===== src/rtl/alu_pkg.sv =====
// Shared ALU definitions: multiplier FSM states, word widths and the MUL opcode
// the ALU controller decodes to pulse the multiplier's start.
package alu_pkg;

  localparam int WORD_W  = 32;
  localparam int DWORD_W = 64;

  typedef enum logic [1:0] {
    ST_IDLE = 2'd0,
    ST_CALC = 2'd1,
    ST_DONE = 2'd2
  } mult_state_e;

  typedef logic [3:0] alu_op_t;
  localparam alu_op_t ALU_OP_MUL = 4'hA;

endpackage


===== src/rtl/alu_and_unit.sv =====
// Bitwise AND unit shared by the ALU logic path and the multiplier partial product.
module alu_and_unit #(
  parameter int WIDTH = 32
) (
  input  logic [WIDTH-1:0] a_i,
  input  logic [WIDTH-1:0] b_i,
  output logic [WIDTH-1:0] y_o
);

  genvar gi;
  generate
    for (gi = 0; gi < WIDTH; gi++) begin : g_bit
      assign y_o[gi] = a_i[gi] & b_i[gi];
    end
  endgenerate

endmodule


===== src/rtl/mult_ctrl_fsm.sv =====
// Sequencer for the shift-add multiplier: IDLE/CALC/DONE, iteration counter,
// busy/done handshake and datapath enables. MULT_EARLY_TERM_EN adds early exit.
module mult_ctrl_fsm
  import alu_pkg::*;
#(
  parameter int WIDTH = 32,
  parameter int CNT_W = 6
) (
  input  logic             clk,
  input  logic             reset,
  input  logic             start_i,
`ifdef MULT_EARLY_TERM_EN
  input  logic             early_i,
  output logic [CNT_W-1:0] cnt_o,
`endif
  output logic             busy_o,
  output logic             done_o,
  output logic             load_o,
  output logic             shift_o,
  output logic             capture_o
);

  mult_state_e      state_q, state_d;
  logic [CNT_W-1:0] cnt_q, cnt_d;
  logic             last_iter;

`ifdef MULT_EARLY_TERM_EN
  assign last_iter = (cnt_q == CNT_W'(WIDTH - 1)) || early_i;
  assign cnt_o     = cnt_q;
`else
  assign last_iter = (cnt_q == CNT_W'(WIDTH - 1));
`endif

  always_ff @(posedge clk) begin
    if (reset) begin
      state_q <= ST_IDLE;
      cnt_q   <= '0;
    end else begin
      state_q <= state_d;
      cnt_q   <= cnt_d;
    end
  end

  always_comb begin
    state_d   = state_q;
    cnt_d     = cnt_q;
    busy_o    = 1'b0;
    done_o    = 1'b0;
    load_o    = 1'b0;
    shift_o   = 1'b0;
    capture_o = 1'b0;
    case (state_q)
      ST_IDLE: begin
        if (start_i) begin
          load_o  = 1'b1;
          cnt_d   = '0;
          state_d = ST_CALC;
        end
      end
      ST_CALC: begin
        busy_o  = 1'b1;
        shift_o = 1'b1;
        cnt_d   = cnt_q + CNT_W'(1);
        if (last_iter) begin
          capture_o = 1'b1;
          state_d   = ST_DONE;
        end
      end
      ST_DONE: begin
        done_o = 1'b1;
        // A start here is accepted immediately for back-to-back products.
        if (start_i) begin
          load_o  = 1'b1;
          cnt_d   = '0;
          state_d = ST_CALC;
        end else begin
          state_d = ST_IDLE;
        end
      end
      default: state_d = ST_IDLE;
    endcase
  end

endmodule


===== src/rtl/mult_seq_32b.sv =====
// 32x32 unsigned shift-add multiplier with start/busy/done handshake.
// Optional early termination on exhausted multiplier bits: MULT_EARLY_TERM_EN.
module mult_seq_32b
  import alu_pkg::*;
#(
  parameter int WIDTH = WORD_W,
  parameter int CNT_W = 6
) (
  input  logic               clk,
  input  logic               reset,
  input  logic               start,
  input  logic [WIDTH-1:0]   a,
  input  logic [WIDTH-1:0]   b,
  output logic               busy,
  output logic               done,
  output logic [2*WIDTH-1:0] product
);

  logic [WIDTH-1:0]   mcand_q;
  logic [2*WIDTH-1:0] p_q;
  logic [2*WIDTH-1:0] product_q;
  logic [WIDTH-1:0]   pp;
  logic [WIDTH:0]     sum33;
  logic [2*WIDTH-1:0] p_shift;
  logic [2*WIDTH-1:0] p_final;
  logic               load_en, shift_en, capture_en;

  alu_and_unit #(.WIDTH(WIDTH)) u_pp_and (
    .a_i (mcand_q),
    .b_i ({WIDTH{p_q[0]}}),
    .y_o (pp)
  );

  // The add carry lands in P's MSB, so no bit of the product is lost.
  assign sum33   = {1'b0, p_q[2*WIDTH-1:WIDTH]} + {1'b0, pp};
  assign p_shift = {sum33, p_q[WIDTH-1:1]};

`ifdef MULT_EARLY_TERM_EN
  logic [CNT_W-1:0] cnt;
  logic [WIDTH-1:0] rem_mask;
  logic [CNT_W-1:0] rem_shift;
  logic             early;

  // After this cycle's shift, the low WIDTH-1-cnt bits are unprocessed multiplier bits.
  assign rem_mask  = {WIDTH{1'b1}} >> ({1'b0, cnt} + (CNT_W + 1)'(1));
  assign rem_shift = CNT_W'(WIDTH - 1) - cnt;
  assign early     = ((p_shift[WIDTH-1:0] & rem_mask) == '0);
  assign p_final   = early ? (p_shift >> rem_shift) : p_shift;

  mult_ctrl_fsm #(.WIDTH(WIDTH), .CNT_W(CNT_W)) u_ctrl (
    .clk       (clk),
    .reset     (reset),
    .start_i   (start),
    .early_i   (early),
    .cnt_o     (cnt),
    .busy_o    (busy),
    .done_o    (done),
    .load_o    (load_en),
    .shift_o   (shift_en),
    .capture_o (capture_en)
  );
`else
  assign p_final = p_shift;

  mult_ctrl_fsm #(.WIDTH(WIDTH), .CNT_W(CNT_W)) u_ctrl (
    .clk       (clk),
    .reset     (reset),
    .start_i   (start),
    .busy_o    (busy),
    .done_o    (done),
    .load_o    (load_en),
    .shift_o   (shift_en),
    .capture_o (capture_en)
  );
`endif

  always_ff @(posedge clk) begin
    if (reset) begin
      mcand_q   <= '0;
      p_q       <= '0;
      product_q <= '0;
    end else begin
      if (load_en) begin
        mcand_q <= a;
        p_q     <= {{WIDTH{1'b0}}, b};
      end else if (shift_en) begin
        p_q <= p_final;
      end
      // Only the finished value is published; intermediate P never reaches the port.
      if (capture_en) begin
        product_q <= p_final;
      end
    end
  end

  assign product = product_q;

endmodule


===== config.mk =====
export PLATFORM = sky130hd
export DESIGN_NAME = mult_seq_32b
export DESIGN_NICKNAME = d
export VERILOG_FILES = /design/src/rtl/alu_pkg.sv /design/src/rtl/alu_and_unit.sv /design/src/rtl/mult_ctrl_fsm.sv /design/src/rtl/mult_seq_32b.sv
export SDC_FILE = /design/constraint.sdc
export NUM_CORES = 1
export LEC_CHECK = 0
export CAP_MARGIN = 20
export CORE_UTILIZATION = 55
export CTS_BUF_LIST = sky130_fd_sc_hd__clkbuf_4
export DETAILED_ROUTE_END_ITERATION = 7
export PLACE_DENSITY = 0.78
export REMOVE_ABC_BUFFERS = 1
export SLEW_MARGIN = 10
export SYNTH_ARGS = -nofsm -noshare
export SYNTH_HDL_FRONTEND = slang
export SYNTH_HIERARCHICAL = 1
export SYNTH_SLANG_ARGS = --single-unit
export TNS_END_PERCENT = 30

===== constraint.sdc =====
create_clock -name clk -period 6.5 [get_ports clk]
set_clock_uncertainty 0.05 [all_clocks]
set_input_delay 1.3 -clock clk [delete_from_list [all_inputs] [get_ports clk]]
set_output_delay 1.3 -clock clk [all_outputs]
set_load 0.05 [all_outputs]

==> results of run 1 <==
-- cell families (layout without fill, tap and decap cells) --
group,Yosys count,after routing,share of synthesized area (%)
adders and majority gates,34,34,4.93
muxes,125,125,14.3
buffers and inverters,80,185,4.93
other,0,1,0
and+or+nand+nor,381,381,21.3
AOI/OAI and AO/OA,195,195,14.6
xor gates and xnor gates,17,17,1.70
DFF,168,168,38.3
-- layout make-up --
cell class	instances	share of cell area, %
sequential	168	32.7
clock inverter	13	0.949
multi-input combinational	752	48.5
antenna	1	0.0243
clock buffer	18	1.31
tap	211	2.57
timing repair buffer	139	13.3
inverter	15	0.560
-- per-stage QoR --
stage | worst slack (ns) | hold slack (ns) | instances | total power, mW
floorplan | -2.69 | 0.384 | 935 | 1.21
global placement | 2.54 | 0.399 | 1285 | 1.30
detailed placement | 2.51 | 0.403 | 1285 | 1.30
CTS | 2.72 | 0.430 | 1316 | 1.84
global route | 2.48 | 0.445 | 1317 | 1.91
finish | 2.76 | 0.426 | 1317 | 1.82
-- registers in the layout (all words and copies together) (netlist names) --
name / cells
mcand_q: 32
p_q: 64
u_ctrl/state_q: 2
product: 64
u_ctrl/cnt_q: 6
-- per-layer routing --
| metal | part of all wire (%) | up-vias | routed length (µm) |
|---|---|---|---|
| met5 | 0 | - | 0 |
| met2 | 44 | 197 | 8750 |
| li1 | - | 3743 | - |
| met1 | 46 | 3395 | 9120 |
| met4 | 1.7 | 0 | 342 |
| met3 | 8.1 | 26 | 1610 |
-- worst max-delay path, stage by stage (launching register included) --
cell	delay, ns
sky130_fd_sc_hd__dfxtp_1	1.01
sky130_fd_sc_hd__and2_1	0.24
sky130_fd_sc_hd__ha_1	0.21
sky130_fd_sc_hd__fa_1	0.23
sky130_fd_sc_hd__a21o_2	0.18
sky130_fd_sc_hd__a221oi_2	0.10
sky130_fd_sc_hd__or3_4	0.42
sky130_fd_sc_hd__a2111o_1	0.45
sky130_fd_sc_hd__a31oi_4	0.27
sky130_fd_sc_hd__mux2i_1	0.11
sky130_fd_sc_hd__or3_1	0.36
-- Yosys cell counts, types with 18 or more instances --
cell / n
sky130_fd_sc_hd__clkbuf_1: 46
sky130_fd_sc_hd__nand3_1: 35
sky130_fd_sc_hd__a21oi_1: 75
sky130_fd_sc_hd__and2_1: 33
sky130_fd_sc_hd__o21ai_0: 18
sky130_fd_sc_hd__nor2_1: 181
sky130_fd_sc_hd__nand2_1: 36
sky130_fd_sc_hd__mux2i_1: 124
sky130_fd_sc_hd__dfxtp_1: 168
sky130_fd_sc_hd__ha_1: 33
sky130_fd_sc_hd__nand2b_1: 18
-- worst min path at each step --
stage | start | to | slack (ns) | cells after the start
after floorplan | u_ctrl/cnt_q[4]$_SDFFE_PP0P_ | u_ctrl/cnt_q[4]$_SDFFE_PP0P_ | 0.38 | 1
after global placement | p_q[63]$_SDFFE_PP0P_ | p_q[63]$_SDFFE_PP0P_ | 0.40 | 2
after detailed placement | u_ctrl/cnt_q[4]$_SDFFE_PP0P_ | u_ctrl/cnt_q[4]$_SDFFE_PP0P_ | 0.40 | 1
after CTS | u_ctrl/cnt_q[4]$_SDFFE_PP0P_ | u_ctrl/cnt_q[4]$_SDFFE_PP0P_ | 0.43 | 1
after global routing | u_ctrl/cnt_q[4]$_SDFFE_PP0P_ | u_ctrl/cnt_q[4]$_SDFFE_PP0P_ | 0.44 | 1
final | u_ctrl/cnt_q[4]$_SDFFE_PP0P_ | u_ctrl/cnt_q[4]$_SDFFE_PP0P_ | 0.43 | 1
-- power by group through the flow --
stage               clock [mW]  combinational (mW)  sequential [mW]
floorplan                    0               0.117             1.10
global placement             0               0.197             1.10
detailed placement           0               0.199             1.10
CTS                      0.556               0.200             1.08
global route             0.599               0.222             1.09
finish                   0.537               0.200             1.08
==> results by group, run 1 <==
Final layout
  – Area of the multi-input gates: 4990 µm²
  – Most frequent cells in the layout: 181 x sky130_fd_sc_hd__nor2_1, 168 x sky130_fd_sc_hd__dfxtp_1, 131 x sky130_fd_sc_hd__clkdlybuf4s50_1, 124 x sky130_fd_sc_hd__mux2i_1, 75 x sky130_fd_sc_hd__a21oi_1
  – Post-Layout Inst Area: 10,300 µm²
  – Area growth from synthesis to final layout: 17.1%
  – Layout filler cell count: around 1.4k
  – Final core utilization: 66.9%
  – Layout Nets: 1,194
  – Commonest non-fill, non-tap cell in the layout: sky130_fd_sc_hd__nor2_1
  – Sequential standard cell area: 3360 µm²
  – Layout cells sized above 1: 5.61%

STA
  – Fmax: 0.268 GHz
  – Pins over their slew limit: 0
  – Final setup violation count: 0
  – RSZ-0062 raised after global routing: no
  – Final clock period utilization by the worst path: 57.5%
  – Time the final worst path needs with I/O delays and setup: 3.74 ns
  – Slew @ Worst Pin: 1.01 ns
  – Worst relative slew slack: 32.9%
  – Number of endpoints with negative hold slack in the final report: 0
  – Setup TNS: 0 ns

Placement
  – Count of buffers from port buffering: 132
  – Detailed placement HPWL: between 10,000 and 15,000 µm
  – Post-DP Area: ~10,000 µm²
  – Global placement routability congestion: 0.868

Flow run
  – Number of max-cap violations: 0

Route
  – Routed via count: 7,361
  – Total detailed-routing wirelength: 19,800 µm
  – Routed length per placed instance: 15.0 µm
  – Post-DRT Antenna Nets: 0
  – DRC violation count after routing: 0
  – Detailed Route Iter0 Violations: 360
  – Number of detailed-route iterations in the first pass: 5
  – Number of vias per cell: 5.59

Setup path
  – FF-to-FF path depth: 10
  – CP max FO: 33
  – R2R Path End: product[59]$_SDFFE_PP0P_
  – Worst R2R Setup Slack: roughly 2.8 ns
  – Launch point of the worst reg-to-reg path: p_q[0]$_SDFFE_PP0P_
  – Worst Setup Start Kind: register
  – Required time at the worst-slack endpoint: 6.93 ns
  – Crit path launch: p_q[0]$_SDFFE_PP0P_
  – Worst Path Class, Setup: reg2reg
  – Worst Setup End Kind: register
  – Critical Path AT: 4.17 ns
  – Worst setup path end: product[59]$_SDFFE_PP0P_

GRT
  – Met2 layer usage reported by global route: 40.6%
  – Maximum number of pins on one net before global-route repair: 91
  – Global-route track usage on met3: ~8.5%
  – Antenna violations before repair: 1
  – First-pass GRT wire length: 33,200 µm
  – Via count of the first global-routing pass: between 6k and 7k
  – Met1 usage in global routing: between 30% and 40%
  – Top Usage Layer GRT: met2
  – GRT Total Usage: about a quarter
  – Aggregate global routing overflow: 0

Die
  – Cell row count: 45
  – Vertical extent of the die: 128 µm
  – Overall die width: 128 µm
  – Top-level port count: 133
  – Starting utilization of the core area: 57.1%
  – Die area: 16,500 µm²
  – Placeable Area: 15,400 µm²

Clock tree
  – Clock Tree Root: sky130_fd_sc_hd__clkbuf_4
  – H-Tree Depth: 4
  – Insertion delay to the later sink of the worst-skew pair: roughly 0.58 ns
  – Maximum clock insertion buffer count: 2
  – Post-CTS Repair Setup Buffers: 0
  – Number of cells upsized or downsized after cts: 0
  – CTS buffer count: 17
  – Number of clock sinks: between 150 and 200
  – Clock tree from TritonCTS: yes
  – Clock slew at reported path FFs: 0.15 ns
  – Hold bufs inserted after CTS: 0

Yosys
  – Leading area contributor after synthesis: sky130_fd_sc_hd__dfxtp_1
  – Fraction of the yosys area taken by sequential cells: 38.3%
  – Synth Cell Area: about 8800 µm²
  – Gate Count Post-Synth: 1,000
  – Count of synthesis-stage warnings from yosys: 6
  – Synthesized flop and latch total: 168
  – Most used flip-flop cell after synthesis: sky130_fd_sc_hd__dfxtp_1
  – Async set-or-reset flop fraction in the synthesized netlist: 0%
  – Number of enable flip-flop cells after synthesis: 0
  – Most area-consuming cells after synthesis: sky130_fd_sc_hd__dfxtp_1 38%, sky130_fd_sc_hd__mux2i_1 14%, sky130_fd_sc_hd__nor2_1 7.7%
  – Distinct cell type count of the synthesized netlist: 73
  – Syn Area/Cell: 8.78 µm²
  – Area share of the largest cell type after synthesis: a little under two fifths

Pwr
  – Leakage: 3.93 nW
  – Share of power burned in registers: 59.4%
  – Comb power frac: 11.0%
  – Part of the power in the clock network: 29.6%
  – Switching power summed over all nets: 509 µW
  – Internal power: 1.31 mW
  – PwrDens: 177 nW/µm²
  – Sw Ratio: 28.0%
  – Worst VDD drop: 0.148 mV

Hold path
  – Min-delay worst type: reg2reg

Status
  – Result of the run: complete, no violations
Note: power is estimated with default switching activity, not from simulation.
==> run 2, diff against run 1 <==
==> constraint.sdc (replaced) <==
create_clock -name clk -period 3.7 [get_ports clk]
set_clock_uncertainty 0.05 [all_clocks]
set_input_delay 0.74 -clock clk [delete_from_list [all_inputs] [get_ports clk]]
set_output_delay 0.74 -clock clk [all_outputs]
set_load 0.05 [all_outputs]
==> results by group, run 2 (same netlist as run 1, synthesis figures left out) <==
Status
  – Result of the run: complete, no violations (unchanged)

Placement
  – Number of placed cells counting well taps: 1,291 (was 1,285)
  – Placement-stage worst setup slack: 0.582 ns (was 2.51 ns)
  – Count of buffers from port buffering: 132 (unchanged)
  – Global placement routability congestion: 0.901 (was 0.868)
  – Detailed placement HPWL: 14,100 µm (was 13,300 µm)
  – Post-DP Area: 10,100 µm² (was 10,000 µm²)

Setup path
  – CP max FO: 31 (was 33)
  – Worst Setup End Kind: register (unchanged)
  – Crit-path slowest cell: sky130_fd_sc_hd__a2111oi_0 (was sky130_fd_sc_hd__dfxtp_1)
  – Worst Path Class, Setup: reg2reg (unchanged)
  – Required time at the worst-slack endpoint: 4.11 ns (was 6.93 ns)
  – Worst Setup Start Kind: register (unchanged)
  – Maximum single-stage delay on the critical path: 0.50 ns (was 1.01 ns)
  – Critical Path AT: 3.63 ns (was 4.17 ns)
  – Cell seen most often among critical-path stages: sky130_fd_sc_hd__and2_1
  – Critical Path, Cell by Cell: buf_4 > and2_1 > ha_1 > o21ai_0 > o21ai_1 > nand4_1 > a2111oi_0 > o2111ai_1 > and2_1 > o311ai_0 (was and2_1 > ha_1 > fa_1 > a21o_2 > a221oi_2 > or3_4 > a2111o_1 > a31oi_4 > mux2i_1 > or3_1)

GRT
  – GRT Total Usage: 25.5% (was 25.2%)
  – Aggregate global routing overflow: 0 (unchanged)
  – Maximum number of pins on one net before global-route repair: 74 (was 91)
  – Antenna violations before repair: 1 (unchanged)
  – First-pass GRT wire length: 33,900 µm (was 33,200 µm)
  – Via count of the first global-routing pass: 6,967 (was 6,984)

STA
  – Time the final worst path needs with I/O delays and setup: 3.22 ns (was 3.74 ns)
  – Final worst hold slack: 0.434 ns (was 0.426 ns)
  – Worst relative slew slack: 43.9% (was 32.9%)
  – Minimum setup slack in the final design: 0.482 ns (was 2.76 ns)
  – Final clock period utilization by the worst path: 87.0% (was 57.5%)
  – Number of endpoints with negative hold slack in the final report: 0 (unchanged)
  – Pins over their slew limit: 0 (unchanged)
  – Fmax: 0.311 GHz (was 0.268 GHz)
  – Slew @ Worst Pin: 0.842 ns (was 1.01 ns)
  – RSZ-0062 raised after global routing: no (unchanged)
  – Setup TNS: 0 ns (unchanged)
  – Final setup violation count: 0 (unchanged)

Clock tree
  – CTS buffer count: 17 (unchanged)
  – Clock Tree Root: sky130_fd_sc_hd__clkbuf_4 (unchanged)
  – Insertion delay to the later sink of the worst-skew pair: 0.58 ns (about the same)
  – Maximum clock insertion buffer count: 2 (unchanged)
  – Number of clock sinks: 168 (unchanged)
  – Post-CTS Repair Setup Buffers: 0 (unchanged)
  – Clock slew at reported path FFs: 0.13 ns (was 0.15 ns)
  – Hold bufs inserted after CTS: 0 (unchanged)
  – H-Tree Depth: 4 (unchanged)
  – Clock tree from TritonCTS: yes (unchanged)
  – Number of cells upsized or downsized after cts: 0 (unchanged)

Die
  – Starting utilization of the core area: 57.1% (unchanged)
  – Overall die width: 128 µm (unchanged)
  – Vertical extent of the die: 128 µm (unchanged)
  – Top-level port count: 133 (unchanged)
  – Die area: 16,500 µm² (unchanged)
  – Cell row count: 45 (unchanged)
  – Placeable Area: 15,400 µm² (unchanged)

Route
  – DRC violation count after routing: 0 (unchanged)
  – Routed length per placed instance: 15.2 µm (was 15.0 µm)
  – Post-DRT Antenna Nets: 0 (unchanged)
  – Total detailed-routing wirelength: 20,100 µm (was 19,800 µm)
  – Detailed Route Iter0 Violations: 395 (was 360)
  – Routed via count: 7,465 (was 7,361)
  – Number of vias per cell: 5.64 (was 5.59)
  – Number of detailed-route iterations in the first pass: 6 (was 5)

Hold path
  – Min-delay worst type: reg2reg (unchanged)

Pwr
  – Sw Ratio: 28.6% (was 28.0%)
  – Comb power frac: 11.1% (was 11.0%)
  – Leakage: 3.98 nW (was 3.93 nW)
  – Share of power burned in registers: 58.4% (was 59.4%)
  – PwrDens: 313 nW/µm² (was 177 nW/µm²)
  – Switching power summed over all nets: 929 µW (was 509 µW)
  – Worst VDD drop: 0.331 mV (was 0.148 mV)
  – Sum of internal, switching and leakage power: 3.25 mW (was 1.82 mW)
  – Internal power: 2.32 mW (was 1.31 mW)
  – Part of the power in the clock network: 30.5% (was 29.6%)

Final layout
  – Most frequent cells in the layout: 181 x sky130_fd_sc_hd__nor2_1, 168 x sky130_fd_sc_hd__dfxtp_1, 131 x sky130_fd_sc_hd__clkdlybuf4s50_1, 124 x sky130_fd_sc_hd__mux2i_1, 75 x sky130_fd_sc_hd__a21oi_1 (unchanged)
  – Post-Layout Inst Area: 10,400 µm² (was 10,300 µm²)
  – Area growth from synthesis to final layout: 18.1% (was 17.1%)
  – Final core utilization: 67.4% (was 66.9%)
  – Post-route non-filler standard cell count: 1,324 (was 1,317)
  – Layout filler cell count: 1,339 (was 1,362)
  – Commonest non-fill, non-tap cell in the layout: sky130_fd_sc_hd__nor2_1 (unchanged)
  – Layout cells sized above 1: 6.29% (was 5.61%)
  – Layout Nets: 1,200 (was 1,194)

Flow run
  – Number of max-cap violations: 0 (unchanged)
[run 2: metal layers]
layer | vias up | part of all wire, % | GRT usage [%]
met5 | - | 0 | 0
met3 | 15 | 8.7 | 9.56
met4 | 0 | 1.0 | 6.64
met2 | 224 | 45 | 40.3
li1 | 3749 | - | -
met1 | 3477 | 46 | 32.6
[run 2: path summary, 6_finish.rpt]
| kind | from | to | slack [ns] | cells past startpoint |
|---|---|---|---|---|
| setup / recovery | p_q[0]$_SDFFE_PP0P_ | product[62]$_SDFFE_PP0P_ | 0.48 | 10 |
| hold / removal | product[63]$_SDFFE_PP0P_ | product[63]$_SDFFE_PP0P_ | 0.43 | 2 |
| setup reg to reg | p_q[0]$_SDFFE_PP0P_ | product[62]$_SDFFE_PP0P_ | 0.48 | 10 |
| hold reg to reg | product[63]$_SDFFE_PP0P_ | product[63]$_SDFFE_PP0P_ | 0.43 | 2 |
[run 2: power groups by stage]
stage	clock network [mW]	registers [mW]	logic (mW)
6_report	0.991	1.89	0.362
5_1_grt	1.09	1.90	0.403
4_1_cts	1.01	1.90	0.363
3_5_place_dp	0	1.93	0.362
3_3_place_gp	0	1.93	0.355
2_1_floorplan	0	1.92	0.206
[run 2: worst max-delay path: cells and delay by family, from the launching register on]
family | cells | cell delay, ns
flip-flops | 1 | 0.34
AND/OR/NAND/NOR | 3 | 0.64
adder cells (fa/ha/maj) | 1 | 0.34
AO/OA/AOI/OAI | 5 | 1.55
buffers and inverters | 1 | 0.23
[run 2: final cells by class]
cell class | count | area [µm²] | area share [%]
well taps | 211 | 264 | 2.55
clock buffers | 18 | 135 | 1.30
multi-input cells | 752 | 4990 | 48.1
flip-flops and latches | 168 | 3360 | 32.4
clock inverters | 14 | 114 | 1.10
repair buffers | 145 | 1440 | 13.9
diodes | 1 | 2.50 | 0.0241
inverters | 15 | 57.6 | 0.555
